===== config.mk =====
export PLATFORM = sky130hd
export DESIGN_NAME = keypad_event_queue_flat
export DESIGN_NICKNAME = d
export VERILOG_FILES = /design/src/rtl/keypad_event_queue_pkg.sv /design/src/rtl/keypad_event_queue_if.sv /design/src/rtl/keypad_event_queue_fifo.sv /design/src/rtl/keypad_event_queue.sv /design/src/flat_wrapper.sv
export SDC_FILE = /design/constraint.sdc
export NUM_CORES = 1
export LEC_CHECK = 0
export ABC_AREA = 1
export BUFFER_PORTS_ARGS = -buffer_cell sky130_fd_sc_hd__buf_2
export CORE_ASPECT_RATIO = 1.4
export CORE_UTILIZATION = 50
export CTS_CLUSTER_DIAMETER = 200
export DETAILED_ROUTE_END_ITERATION = 10
export PLACE_DENSITY = 0.73
export SKIP_CTS_REPAIR_TIMING = 1
export SYNTH_ARGS = -nofsm -noshare
export SYNTH_HDL_FRONTEND = slang
export SYNTH_SLANG_ARGS = --single-unit

===== constraint.sdc =====
create_clock -name clk -period 2.4 [get_ports clk]
set_input_delay 0.24 -clock clk [delete_from_list [all_inputs] [get_ports clk]]
set_output_delay 0.24 -clock clk [all_outputs]
set_load 0.05 [all_outputs]

===== src/rtl/keypad_event_queue_pkg.sv =====
// Shared types for the keypad event queue: event word layout, FSM states,
// and the one-hot decoder used when a key press is captured.
package keypad_event_queue_pkg;

  localparam int KEY_CODE_W = 4;
  localparam int EVT_W      = 6;

  typedef enum logic {
    S_IDLE = 1'b0,
    S_HELD = 1'b1
  } kp_state_e;

  // Event word as stored in the FIFO: {repeat, release, code}.
  typedef struct packed {
    logic                  is_rep;
    logic                  is_rel;
    logic [KEY_CODE_W-1:0] code;
  } kp_evt_t;

  typedef struct packed {
    logic       ok;
    logic [1:0] idx;
  } onehot_dec_t;

  // Position of the single set bit; ok=0 when the vector is not exactly one-hot.
  function automatic onehot_dec_t decode_onehot(input logic [3:0] v);
    onehot_dec_t d;
    d = '0;
    case (v)
      4'b0001: d = '{ok: 1'b1, idx: 2'd0};
      4'b0010: d = '{ok: 1'b1, idx: 2'd1};
      4'b0100: d = '{ok: 1'b1, idx: 2'd2};
      4'b1000: d = '{ok: 1'b1, idx: 2'd3};
      default: d = '{ok: 1'b0, idx: 2'd0};
    endcase
    return d;
  endfunction

endpackage


===== src/rtl/keypad_event_queue_if.sv =====
// Valid/ready event port between the queue (master) and the UI/CPU (slave).
interface keypad_event_queue_if;
  logic       evt_valid;
  logic       evt_ready;
  logic [3:0] evt_code;
  logic       evt_release;
  logic       evt_repeat;

  modport master (
    output evt_valid, evt_code, evt_release, evt_repeat,
    input  evt_ready
  );

  modport slave (
    input  evt_valid, evt_code, evt_release, evt_repeat,
    output evt_ready
  );
endinterface


===== src/rtl/keypad_event_queue_fifo.sv =====
// Show-ahead FIFO with wrap-bit pointers. Pure storage: a push while full is
// honoured only when a pop frees the head slot in the same cycle; any other
// drop policy belongs to the caller.
module keypad_evt_fifo #(
  parameter int WIDTH = 6,
  parameter int DEPTH = 8
) (
  input  logic             clk,
  input  logic             rst_n,
  input  logic             push,
  input  logic             pop,
  input  logic [WIDTH-1:0] wr_data,
  output logic [WIDTH-1:0] rd_data,
  output logic             full,
  output logic             empty
);

  localparam int ADDR_W = $clog2(DEPTH);

  logic [WIDTH-1:0]  mem [DEPTH];
  logic [ADDR_W:0]   wr_ptr, rd_ptr;
  logic              do_push, do_pop;

  assign empty   = (wr_ptr == rd_ptr);
  assign full    = (wr_ptr[ADDR_W] != rd_ptr[ADDR_W]) &&
                   (wr_ptr[ADDR_W-1:0] == rd_ptr[ADDR_W-1:0]);
  assign do_pop  = pop && !empty;
  assign do_push = push && (!full || do_pop);
  assign rd_data = mem[rd_ptr[ADDR_W-1:0]];

  // Pointer update on accepted push/pop.
  // NOTE: sequential state uses non-blocking (<=) so every flop samples pre-edge values.
  always_ff @(posedge clk or negedge rst_n) begin
    if (!rst_n) begin
      wr_ptr <= '0;
      rd_ptr <= '0;
    end else begin
      if (do_push) wr_ptr <= wr_ptr + 1'b1;
      if (do_pop)  rd_ptr <= rd_ptr + 1'b1;
    end
  end

  // Storage write.
  // NOTE: the array has no reset; empty pointers make stale contents unobservable.
  always_ff @(posedge clk) begin
    if (do_push) mem[wr_ptr[ADDR_W-1:0]] <= wr_data;
  end

endmodule


===== src/rtl/keypad_event_queue.sv =====
// Keypad event queue: turns the poller's qualified key flag into press /
// auto-repeat / release events, queues them and hands them out over a
// valid/ready port.
module keypad_event_queue
  import keypad_event_queue_pkg::*;
#(
  parameter int DEPTH        = 8,
  parameter int REPEAT_TICKS = 0,
  parameter int REPEAT_FIRST = 0
) (
  input  logic                 clk,
  input  logic                 rst_n,
  input  logic [3:0]           kp_col_in,
  input  logic [3:0]           kp_row_in,
  input  logic                 kp_pressed,
  keypad_event_queue_if.master evt,
  output logic                 overflow,
  input  logic                 ovf_clr,
  output logic                 bad_key
);

  localparam int REP_LOAD_FIRST = (REPEAT_TICKS != 0) ? REPEAT_FIRST + REPEAT_TICKS - 1 : 0;
  localparam int REP_LOAD_NEXT  = (REPEAT_TICKS != 0) ? REPEAT_TICKS - 1 : 0;
  localparam int CNT_W          = (REP_LOAD_FIRST > 1) ? $clog2(REP_LOAD_FIRST + 1) : 1;

  kp_state_e             state;
  logic [KEY_CODE_W-1:0] code_q;
  logic [CNT_W-1:0]      rep_cnt;
  logic                  kp_q;
  logic                  rise, fall;
  onehot_dec_t           row_dec, col_dec;
  logic                  key_ok;

  logic    push_req, pop, full, empty, drop;
  kp_evt_t push_evt, head;

  assign rise    = kp_pressed && !kp_q;
  assign fall    = !kp_pressed && kp_q;
  assign row_dec = decode_onehot(kp_row_in);
  assign col_dec = decode_onehot(kp_col_in);
  assign key_ok  = row_dec.ok && col_dec.ok;

  assign pop  = evt.evt_valid && evt.evt_ready;
  assign drop = push_req && full && !pop;

  // Event to enqueue this cycle; release wins over a due repeat.
  // NOTE: every always_comb output gets a default first so no latch is inferred.
  always_comb begin
    push_req = 1'b0;
    push_evt = '0;
    case (state)
      S_IDLE: begin
        if (rise && key_ok) begin
          push_req = 1'b1;
          push_evt = '{is_rep: 1'b0, is_rel: 1'b0, code: {row_dec.idx, col_dec.idx}};
        end
      end
      S_HELD: begin
        if (fall) begin
          push_req = 1'b1;
          push_evt = '{is_rep: 1'b0, is_rel: 1'b1, code: code_q};
        end else if (REPEAT_TICKS != 0 && rep_cnt == '0) begin
          push_req = 1'b1;
          push_evt = '{is_rep: 1'b1, is_rel: 1'b0, code: code_q};
        end
      end
      default: ;
    endcase
  end

  // Press/hold FSM with repeat counter. It advances whether or not the FIFO
  // accepted the event, so a dropped press still produces a release attempt.
  always_ff @(posedge clk or negedge rst_n) begin
    if (!rst_n) begin
      state   <= S_IDLE;
      code_q  <= '0;
      rep_cnt <= '0;
    end else begin
      case (state)
        S_IDLE: begin
          if (rise && key_ok) begin
            state   <= S_HELD;
            code_q  <= {row_dec.idx, col_dec.idx};
            rep_cnt <= CNT_W'(REP_LOAD_FIRST);
          end
        end
        S_HELD: begin
          if (fall) begin
            state <= S_IDLE;
          end else if (REPEAT_TICKS != 0) begin
            if (rep_cnt == '0) rep_cnt <= CNT_W'(REP_LOAD_NEXT);
            else               rep_cnt <= rep_cnt - CNT_W'(1);
          end
        end
        default: state <= S_IDLE;
      endcase
    end
  end

  // Edge-detect register, sticky overflow (a new drop beats the clear), bad-key pulse.
  always_ff @(posedge clk or negedge rst_n) begin
    if (!rst_n) begin
      kp_q     <= 1'b0;
      overflow <= 1'b0;
      bad_key  <= 1'b0;
    end else begin
      kp_q    <= kp_pressed;
      bad_key <= rise && (state == S_IDLE) && !key_ok;
      if (drop)         overflow <= 1'b1;
      else if (ovf_clr) overflow <= 1'b0;
    end
  end

  keypad_evt_fifo #(
    .WIDTH (EVT_W),
    .DEPTH (DEPTH)
  ) u_fifo (
    .clk     (clk),
    .rst_n   (rst_n),
    .push    (push_req),
    .pop     (pop),
    .wr_data (push_evt),
    .rd_data (head),
    .full    (full),
    .empty   (empty)
  );

  // Head outputs read as zero while the queue is empty.
  assign evt.evt_valid   = !empty;
  assign evt.evt_code    = empty ? '0 : head.code;
  assign evt.evt_release = !empty && head.is_rel;
  assign evt.evt_repeat  = !empty && head.is_rep;

endmodule


===== src/flat_wrapper.sv =====
// flat-port wrapper written by rule: the top's interface ports become plain ports
module keypad_event_queue_flat import keypad_event_queue_pkg::*;
#(
  parameter int DEPTH        = 8,
  parameter int REPEAT_TICKS = 0,
  parameter int REPEAT_FIRST = 0
)
  (clk, rst_n, kp_col_in, kp_row_in, kp_pressed, overflow, ovf_clr, bad_key, evt_evt_valid, evt_evt_code, evt_evt_release, evt_evt_repeat, evt_evt_ready);
  keypad_event_queue_if evt_i ();
  input  logic clk;
  input  logic rst_n;
  input  logic [3:0] kp_col_in;
  input  logic [3:0] kp_row_in;
  input  logic kp_pressed;
  output logic overflow;
  input  logic ovf_clr;
  output logic bad_key;
  output wire logic [$bits(evt_i.evt_valid)-1:0] evt_evt_valid;
  output wire logic [$bits(evt_i.evt_code)-1:0] evt_evt_code;
  output wire logic [$bits(evt_i.evt_release)-1:0] evt_evt_release;
  output wire logic [$bits(evt_i.evt_repeat)-1:0] evt_evt_repeat;
  input wire logic [$bits(evt_i.evt_ready)-1:0] evt_evt_ready;
  assign evt_evt_valid = evt_i.evt_valid;
  assign evt_evt_code = evt_i.evt_code;
  assign evt_evt_release = evt_i.evt_release;
  assign evt_evt_repeat = evt_i.evt_repeat;
  assign evt_i.evt_ready = evt_evt_ready;
  keypad_event_queue #(.DEPTH(DEPTH), .REPEAT_TICKS(REPEAT_TICKS), .REPEAT_FIRST(REPEAT_FIRST)) u_core (.clk(clk), .rst_n(rst_n), .kp_col_in(kp_col_in), .kp_row_in(kp_row_in), .kp_pressed(kp_pressed), .evt(evt_i), .overflow(overflow), .ovf_clr(ovf_clr), .bad_key(bad_key));
endmodule

; After elaboration in Yosys (flattened, before gate mapping)
; Memories as Yosys holds them, arrays and structs flattened.
; Index checks and enable logic that the tools add are counted.
[totals]
mem_count = 1
out_inout_bits = 9
reg_bits = 16
mem_bits_rw = 48
[classes]
addsub = 2
n_eq_ne = 11
bitwise_logic = 1
n_mux = 15
reduce_logical = 23
[mem_list]
columns = memory, depth, word_bits, rd, rd_clocked_by_memory_dff, write_ports, line
row1 = u_core.u_fifo.mem, 8, 6, 1, 0, 1, keypad_event_queue_fifo.sv:20  ; logic [WIDTH-1:0] mem [DEPTH];
[op_table]
columns = op, n
row1 = one-hot mux 3 bit (4 select lines), 2
row2 = logical AND 1 bit, 14
row3 = one-hot mux 6 bit (2 select lines), 1
row4 = "adder 4 x 1 -> 4 bit, second input constant", 2
row5 = "equality test 4 x 1 -> 1 bit, second input constant", 2
row6 = "equality test 4 x 2 -> 1 bit, second input constant", 2
row7 = "equality test 4 x 3 -> 1 bit, second input constant", 2
row8 = "equality test 4 bit, second input constant", 2
row9 = 2-to-1 mux 4 bit, 2
row10 = 2-to-1 mux 1 bit, 7
row11 = logical NOT 1 bit, 6
row12 = 2-to-1 mux 5 bit, 1
row13 = equality test 4 bit, 1
row14 = one-hot mux 1 bit (2 select lines), 2
row15 = equality test 3 bit, 1
row16 = AND reduction 2 bit, 1
row17 = nonzero test 2 bit, 1
row18 = logical OR 1 bit, 1
row19 = inequality test 1 bit, 1
row20 = inverter 1 bit, 1

; Depth between registers and ports, before layout
; Gate-level depths: netlist (run 1).
[logic_depth]
depth_word = 9
ltp_mapped = 9
ltp_nobuf = 9

; Hierarchy
; From an unflattened synthesis (run 1), not the netlist that was laid out.
[hier_totals]
hier_cells = 309
area_unflattened_um2 = 3034.2
[modules_own_cells]
columns = mod, cells_per_inst, area_each_um2, n_inst, seq_area_each_um2
row1 = keypad_evt_fifo, 216, 2426.1, 1, 1641.6
row2 = keypad_event_queue, 93, 608.1, 1, 200.2

; Least setup slack after synthesis (run 1)
; OpenSTA, ideal clock, no wires.
[synth_timing]
kind = reg-to-output
from = register u_core.u_fifo.rd_ptr[2]
to = output port evt_evt_code[0]
t_arrival_ps = 1777
required_ps = 2160
n_path_buf = 1
setup_slack_ps = 383
stages_incl_launch_ff = 7
cell_sequence = dfrtp_1 > buf_6 > xor2_1 > nor2_4 > nand2_4 > o21ai_0 > nor2_1
[synth_between]
elab_chain_len = 2
word_cells_on_any_way = 3
[synth_rtl]
columns = item, line
row1 = start: declaration, keypad_event_queue_fifo.sv:21  ; logic [ADDR_W:0] wr_ptr, rd_ptr;
row2 = start signal: assignment, keypad_event_queue_fifo.sv:39  ; if (do_pop) rd_ptr <= rd_ptr + 1'b1;
row3 = memory (8 x 6 bit) / equality test 4 bit (equally long branches), n/a
row4 = 2-to-1 mux 4 bit (*), keypad_event_queue.sv:130  ; assign evt.evt_code = empty ? '0 : head.code;
row5 = end: declaration, flat_wrapper.sv:19  ; output wire logic [$bits(evt_i.evt_code)-1:0] evt_evt_code;
; Mark *: on every way between the ends. The rest lies on a longest branch, timed or not.

; Worst setup path after layout (run 1)
[layout_timing]
from = register u_core.u_fifo.rd_ptr[0]
to = output port evt_evt_code[3]
; The elaborated chain is that of the path after synthesis.

==> impl_metrics.yaml, run 1 <==
clocking:
  cts.path.max_buffers: 2
  htree_levels: 2
  cts_buffers: 5
  clk_root_buffer_cell: "clkbuf_8"
  clkSlewWorstSetupHoldPaths_ns: 0.09
  clock_sink_count: 56
  cts_tree: "yes"
  clk_latency_ns: 0.31
sta:
  maxSlewHeadroom_pct: 61.2
  rsz0062_at_grt: "false"
  hold_viol: 0
  worst_pin_slew_ns: 0.581
  fmax_ghz: 0.457
  setup_viol: 0
  fin_crit_sh_pct: 91.1
  finClkSkew_ns: 0.00714
  fin_tns_setup_ns: 0
  drv_slew: 0
  period_minus_slack_ns: 2.19
setup_path:
  max_stage_delay_ns: 0.43
  rr_endpoint: "u_core.u_fifo.mem[3][4]"
  required_ns: 2.16
  cp_cell_sequence: "inv_1 -> o21ai_0 -> o21ai_1 -> o21ai_0 -> nor2_1 -> buf_2"
  crit_path_top_delay_cell: "inv_1"
  crit_path_max_fanout: 21
  r2r_start: "u_core.state"
  cp.buffers_inverters: 2
  reg2reg_slack_ns: 0.36
  critPathKind: "flip-flop to output pin"
  setup.worst_path.end: "evt_evt_code[3]"
  critical_path_arrival_ns: 1.95
  crit_top_cell: "o21ai_0"
  startpoint: "u_core.u_fifo.rd_ptr[0]"
  critPathTopFamily: "buffers and inverters"
  start_kind: "flip-flop"
  path_depth: 6
  reg2regPathDepth: 5
  critPathCaptureType: "output pin"
route:
  antenna_left: 0
  drt_iter0_drc: 71
  vias: 1812
  drt-vias-per-instance: 5.09
  drc_errors: 0
  dr.pass1.iters: 4
  wl_per_cell_um: 14.3
  wirelength_mm: 5.08
die:
  num_rows: 31
  design.die.area_um2: 5670
  initial_utilization_pct: 52.0
  fp.dieW_um: 63.9
  die_h_um: 88.7
  ios: 22
  coreArea_um2: 5160
power_and_ir_drop:
  p_total_uw: 3300
  p_per_area_nw_per_um2: 1130
  p_leak_uw: 0.00126
  ir_drop_mv: 0.467
outcome:
  status: "finished, final reports clean"
cells_and_area:
  final_cell_mix: "53 x nor2_1, 43 x nand2_1, 40 x edfxtp_1"
  final_common_cell: "nor2_1"
  area_growth_pct: 9.24
  fin_cells: 356
  design_area_um2: 2930
  n_fill_cell: 452
  diodes: 0
  finalNetCount: 304
  drive_gt1_share_pct: 17.9
placed_design:
  dpl_cell_area_um2: 2810
  place_hpwl_mm: 3.76
  gp_congestion: 0.813
  io_buffers: 20
  dp_cells: 347
grt:
  grt_max_degree: 25
  antenna_found_initial: 0
  grt_pass1_wl_mm: 8.33
  grt_pass1_vias: 1732
  grtUsageTotal_pct: 20.1
  overflow: 0
run:
  cap_violations: 0
synthesis:
  ys_warn_count: 0
  netlist-cell-type-count: 27
  yosysSeqAreaShare_pct: 59.7
  syn-cell-area_um2: 2680
  syn_area_per_cell_um2: 9.97
  synth_cells: 269
  ys_seq_elements: 56
  syn_nets: 284
hold_path:
  min_from: "kp_pressed"
  hold_class: "input port to flip-flop"
[cell usage after synthesis]
master,instances,area [µm²]
nor2_4,1,11.3
nand3_1,13,65.1
nand2_4,4,45.0
nor2_2,2,12.5
buf_4,2,15.0
a21boi_0,1,7.51
nand2_2,4,25.0
buf_6,4,45.0
xor2_1,2,17.5
nor2_1,53,199
o21ai_0,37,185
nand3_2,4,40.0
buf_2,7,35.0
ha_1,2,25.0
edfxtp_1,40,1200
o21bai_1,2,15.0
inv_1,16,60.1
or2_2,1,6.26
o21ai_2,1,8.76
xnor2_2,1,16.3
nand2_1,43,161
o21ai_1,2,10.0
dfrtp_1,16,400
nor3b_1,1,7.51
nor3_1,4,20.0
xnor2_1,5,43.8
conb_1,1,3.75
[worst min path at each step]
stage | end | slack, ns | cells past startpoint
3_3_place_gp | u_core.u_fifo.rd_ptr[3] | 0.18 | 1
4_1_cts | u_core.u_fifo.rd_ptr[3] | -0.15 | 1
5_1_grt | u_core.kp_q | 0.03 | 1
6_report | u_core.kp_q | 0.05 | 1
2_1_floorplan | u_core.bad_key | -0.06 | 0
3_5_place_dp | u_core.u_fifo.rd_ptr[3] | 0.18 | 1
[metal layers]
layer	track usage [%]	wire length (µm)
met1	23.1	2160
met2	36.2	2660
met3	3.99	120
met4	8.88	136
met5	0	0
[final cells by class]
| type | instances | area [µm²] | share of cell area (%) |
|---|---|---|---|
| clock buffer | 5 | 68.8 | 2.35 |
| clock inverter | 3 | 42.5 | 1.45 |
| inverter | 16 | 60.1 | 2.05 |
| multi-input combinational | 184 | 926 | 31.6 |
| sequential | 56 | 1600 | 54.7 |
| tap | 66 | 82.6 | 2.82 |
| timing repair buffer | 26 | 148 | 5.04 |
[metrics by stage]
stage | utilization [%] | worst slack (ns) | hold slack, ns
after floorplan | - | 0.383 | -0.0556
after global placement | 54.4 | 0.373 | 0.176
after detailed placement | 54.4 | 0.333 | 0.185
after CTS | 56.6 | 0.0889 | -0.155
after global routing | 56.8 | 0.00176 | 0.0267
final | 56.8 | 0.213 | 0.0469
[report_power, final]
part | switching [µW] | internal, µW | total [µW]
clock | 296 | 309 | 605
sequential | 134 | 1100 | 1230
combinational | 1040 | 425 | 1470
[cells by family after synthesis]
group | after synthesis | synth area share, %
AO/OA/AOI/OAI | 43 | 8.44
XOR/XNOR | 8 | 2.89
adder cells (fa/ha/maj) | 2 | 0.933
buffers and inverters | 29 | 5.78
flip-flops | 56 | 59.7
other | 1 | 0.140
AND/OR/NAND/NOR | 130 | 22.1
[registers in the layout (all words and copies together) (netlist names)]
name                  flops
u_core.u_fifo.mem        40
u_core.code_q             4
u_core.u_fifo.rd_ptr      4
u_core.u_fifo.wr_ptr      4
u_core.bad_key            1
u_core.kp_q               1
u_core.overflow           1
u_core.state              1
Power figures use the tool's default switching activity.
==> run 2, diff against run 1 <==
==> constraint.sdc (replaced) <==
create_clock -name clk -period 2.35 [get_ports clk]
set_input_delay 0.235 -clock clk [delete_from_list [all_inputs] [get_ports clk]]
set_output_delay 0.235 -clock clk [all_outputs]
set_load 0.05 [all_outputs]
==> run 2 against run 1 <==
- register-to-register slack hardly changed
- routed wire length is 3.2% lower
- combinational power hardly changed
- setup slack better by 0.0075 ns
- critical path type unchanged
- largest cell class unchanged
==> impl_metrics.yaml, run 2 (same netlist as run 1, synthesis figures left out) <==
setup_path:
  rr_endpoint: "u_core.u_fifo.mem[3][2]"
  critPathCaptureType: "output pin"
  crit_path_top_delay_cell: "dfrtp_2"
  crit_path_max_fanout: 21
  max_stage_delay_ns: 0.45
  start_kind: "flip-flop"
  critPathTopFamily: "buffers and inverters"
  reg2regPathDepth: 5
  cp_cell_sequence: "buf_4 -> nor2_1 -> nor2_1 -> o21ai_0 -> o21ai_1 -> o21ai_0 -> nor2_1 -> buf_2"
  r2r_start: "u_core.state"
  cp.buffers_inverters: 2
  crit_top_cell: "nor2_1"
  startpoint: "u_core.u_fifo.rd_ptr[0]"
  reg2reg_slack_ns: 0.35
  critical_path_arrival_ns: 1.89
  critPathKind: "flip-flop to output pin"
  required_ns: 2.12
sta:
  fmax_ghz: 0.470
  hold_viol: 0
  finClkSkew_ns: 0.0135
  drv_slew: 0
  rsz0062_at_grt: "false"
  setup_ws_ns: 0.220
  fin_crit_sh_pct: 90.6
  period_minus_slack_ns: 2.13
  fin_tns_setup_ns: 0
  setup_viol: 0
  whs_ns: 0.0429
cells_and_area:
  largest_reg_flops: 40
  n_fill_cell: 433
  final_cell_mix: "53 x nor2_1, 43 x nand2_1, 40 x edfxtp_1"
  area_growth_pct: 8.91
  final_common_cell: "nor2_1"
  diodes: 0
  post-route-util_pct: 56.6
  drive_gt1_share_pct: 18.9
  finalNetCount: 305
route:
  antenna_left: 0
  wl_per_cell_um: 13.8
  routed.top_layer: "met4"
  vias: 1837
  dr.pass1.iters: 5
  wirelength_mm: 4.92
  drc_errors: 0
  met3_length_um: 250
  met2_wirelength_mm: 2.54
  drt-vias-per-instance: 5.15
  m1WireLength_mm: 2.00
  drt_iter0_drc: 62
run:
  cap_violations: 0
placed_design:
  dpl_worst_slack_ns: 0.309
  place_hpwl_mm: 3.59
  gp_congestion: 0.796
  io_buffers: 20
power_and_ir_drop:
  ir_drop_mv: 0.551
  p_total_uw: 3290
  p_per_area_nw_per_um2: 1120
  p_leak_uw: 0.00125
grt:
  grt_pass1_wl_mm: 8.36
  grt_pass1_vias: 1817
  overflow: 0
  grtUsageTotal_pct: 20.2
  antenna_found_initial: 0
  grt_max_degree: 22
clocking:
  htree_levels: 2
  clk_root_buffer_cell: "clkbuf_8"
  clock_sink_count: 56
  clk_latency_ns: 0.32
  cts.path.max_buffers: 2
  cts_buffers: 5
  cts_tree: "yes"
  clkSlewWorstSetupHoldPaths_ns: 0.09
die:
  num_rows: 31
  design.die.area_um2: 5670
  coreArea_um2: 5160
  die_h_um: 88.7
  ios: 22
  fp.dieW_um: 63.9
  initial_utilization_pct: 52.0
outcome:
  status: "finished, final reports clean"
hold_path:
  min_path_cells: 1
  hold_end: "u_core.kp_q"
  min_from: "kp_pressed"
  hold_class: "input port to flip-flop"
-- run 2: worst max path at each step --
stage	slack, ns	depth (start not counted)	end
global placement	0.33	5	u_core.u_fifo.mem[3][4]
finish	0.22	8	evt_evt_code[3]
global route	0.05	8	evt_evt_code[3]
floorplan	0.34	6	evt_evt_code[0]
detailed placement	0.31	5	u_core.u_fifo.mem[3][4]
CTS	0.09	7	evt_evt_code[3]
-- run 2: stage by stage --
stage | instances | area [µm²]
detailed placement | 348 | 2820
CTS | 356 | 2910
floorplan | 269 | 2680
global placement | 348 | 2820
global route | 357 | 2920
finish | 357 | 2920
-- run 2: power breakdown --
group / internal (µW) / leakage [µW] / switching [µW]
Clock: 212 / 0.0000445 / 304
Sequential: 1120 / 0.000616 / 146
Combinational: 445 / 0.000590 / 1050
Total: 1780 / 0.00125 / 1500
-- run 2: layer usage --
layer,up-vias,GRT usage [%]
li1,932,-
met1,841,23.1
met2,55,36.8
met3,9,3.48
met4,0,9.50
met5,-,0
-- run 2: layout make-up --
type	count	area, µm²	area share (%)
flip-flops and latches	56	1600	54.9
multi-input cells	184	926	31.7
repair buffers	27	155	5.31
well taps	66	82.6	2.83
clock buffers	5	68.8	2.36
inverters	16	63.8	2.18
clock inverters	3	21.3	0.728
==> run 3, diff against run 2 <==
--- a/config.mk
+++ b/config.mk
@@ -11,6 +11,7 @@
 export CORE_UTILIZATION = 50
 export CTS_CLUSTER_DIAMETER = 200
 export DETAILED_ROUTE_END_ITERATION = 10
+export MAX_ROUTING_LAYER = met4
 export PLACE_DENSITY = 0.73
 export SKIP_CTS_REPAIR_TIMING = 1
 export SYNTH_ARGS = -nofsm -noshare
==> run 3 against run 2 <==
- setup slack got worse by 0.0028 ns
- sequential power about the same
- clock power hardly changed
- critical path depth is the same
- worst hold slack is essentially flat
- non-clock buffer count unchanged
- cell area unchanged
- register-to-register slack barely moved
- utilization unchanged
- cell count stayed put
==> impl_metrics.yaml, run 3 (same netlist as run 1, synthesis figures left out) <==
power_and_ir_drop:
  ir_drop_mv: 0.551
  p_leak_uw: 0.00125
  p_per_area_nw_per_um2: 1120
setup_path:
  reg2reg_slack_ns: 0.34
  required_ns: 2.12
  critPathKind: "flip-flop to output pin"
  crit_path_max_fanout: 21
  critPathCaptureType: "output pin"
  startpoint: "u_core.u_fifo.rd_ptr[0]"
  setup.worst_path.end: "evt_evt_code[3]"
  r2r_start: "u_core.state"
  critical_path_arrival_ns: 1.90
  start_kind: "flip-flop"
  rr_endpoint: "u_core.u_fifo.mem[1][3]"
  reg2regPathDepth: 5
run:
  cap_violations: 0
cells_and_area:
  fin_cells: 357
  drive_gt1_share_pct: 18.9
  final_cell_mix: "53 x nor2_1, 43 x nand2_1, 40 x edfxtp_1"
  n_fill_cell: 433
  largest_reg_flops: 40
  design_area_um2: 2920
  finalNetCount: 305
  area_growth_pct: 8.91
  final_common_cell: "nor2_1"
  diodes: 0
placed_design:
  dp_cells: 348
  gp_congestion: 0.808
  dpl_cell_area_um2: 2820
  io_buffers: 20
  place_hpwl_mm: 3.59
  dpl_worst_slack_ns: 0.309
clocking:
  clk_latency_ns: 0.32
  cts_buffers: 5
  clk_root_buffer_cell: "clkbuf_8"
  clkSlewWorstSetupHoldPaths_ns: 0.09
  cts_tree: "yes"
  cts.path.max_buffers: 2
  htree_levels: 2
  clock_sink_count: 56
die:
  die_h_um: 88.7
  initial_utilization_pct: 52.0
  design.die.area_um2: 5670
  ios: 22
  fp.dieW_um: 63.9
  coreArea_um2: 5160
  num_rows: 31
sta:
  setup_ws_ns: 0.217
  setup_viol: 0
  whs_ns: 0.0429
  fin_crit_sh_pct: 90.7
  fmax_ghz: 0.469
  drv_slew: 0
  finClkSkew_ns: 0.0140
  rsz0062_at_grt: "false"
  fin_tns_setup_ns: 0
  period_minus_slack_ns: 2.13
  hold_viol: 0
grt:
  overflow: 0
  grt_pass1_vias: 1821
  grt_pass1_wl_mm: 8.36
  antenna_found_initial: 0
  grtUsageTotal_pct: 20.9
  grt_max_degree: 22
route:
  dr.pass1.iters: 4
  antenna_left: 0
  wirelength_mm: 4.90
  drc_errors: 0
  drt_iter0_drc: 76
  drt-vias-per-instance: 5.15
  wl_per_cell_um: 13.7
  vias: 1838
hold_path:
  hold_class: "input port to flip-flop"
outcome:
  status: "finished, final reports clean"
[run 3: cell counts in the layout (fill, tap and decap cells not counted)]
Identical to the previous run, type by type.
[run 3: power by group]
part / internal, µW / switching, µW
registers: 1120 / 146
logic: 445 / 1050
clock network: 212 / 304
total: 1780 / 1500
[run 3: final cells by class]
| class | instances | area [µm²] | area share [%] |
|---|---|---|---|
| flip-flops and latches | 56 | 1600 | 54.9 |
| multi-input cells | 184 | 926 | 31.7 |
| repair buffers | 27 | 155 | 5.31 |
| well taps | 66 | 82.6 | 2.83 |
| clock buffers | 5 | 68.8 | 2.36 |
| inverters | 16 | 63.8 | 2.18 |
| clock inverters | 3 | 21.3 | 0.728 |
[run 3: worst min path at each step]
| stage | from | endpoint | slack [ns] | cells after the start |
|---|---|---|---|---|
| final | kp_pressed | u_core.kp_q | 0.04 | 1 |
| after global placement | rst_n | u_core.u_fifo.rd_ptr[3] | 0.17 | 1 |
| after floorplan | rst_n | u_core.bad_key | -0.06 | 0 |
| after global routing | kp_pressed | u_core.kp_q | 0.03 | 1 |
| after detailed placement | rst_n | u_core.u_fifo.rd_ptr[3] | 0.18 | 1 |
| after CTS | rst_n | u_core.u_fifo.rd_ptr[0] | -0.16 | 1 |
[run 3: worst max-delay path, cell delays in order, from the launching register on]
cell,delay [ns]
dfrtp_2,0.45
buf_4,0.25
nor2_1,0.07
nor2_1,0.14
o21ai_0,0.10
o21ai_1,0.08
o21ai_0,0.10
nor2_1,0.12
buf_2,0.28
[run 3: per-layer routing]
layer	up-vias	wire [µm]	global-route usage [%]
met5	-	0	-
met4	0	127	9.50
met3	9	228	3.48
met2	53	2570	36.8
met1	845	1970	23.1
li1	931	-	-
[run 3: through the flow]
| step | total power [µW] | util (%) |
|---|---|---|
| finish | 3280 | 56.6 |
| global route | 3530 | 56.6 |
| CTS | 3290 | 56.3 |
| detailed placement | 2780 | 54.6 |
| global placement | 2770 | 54.6 |
| floorplan | 2530 | - |
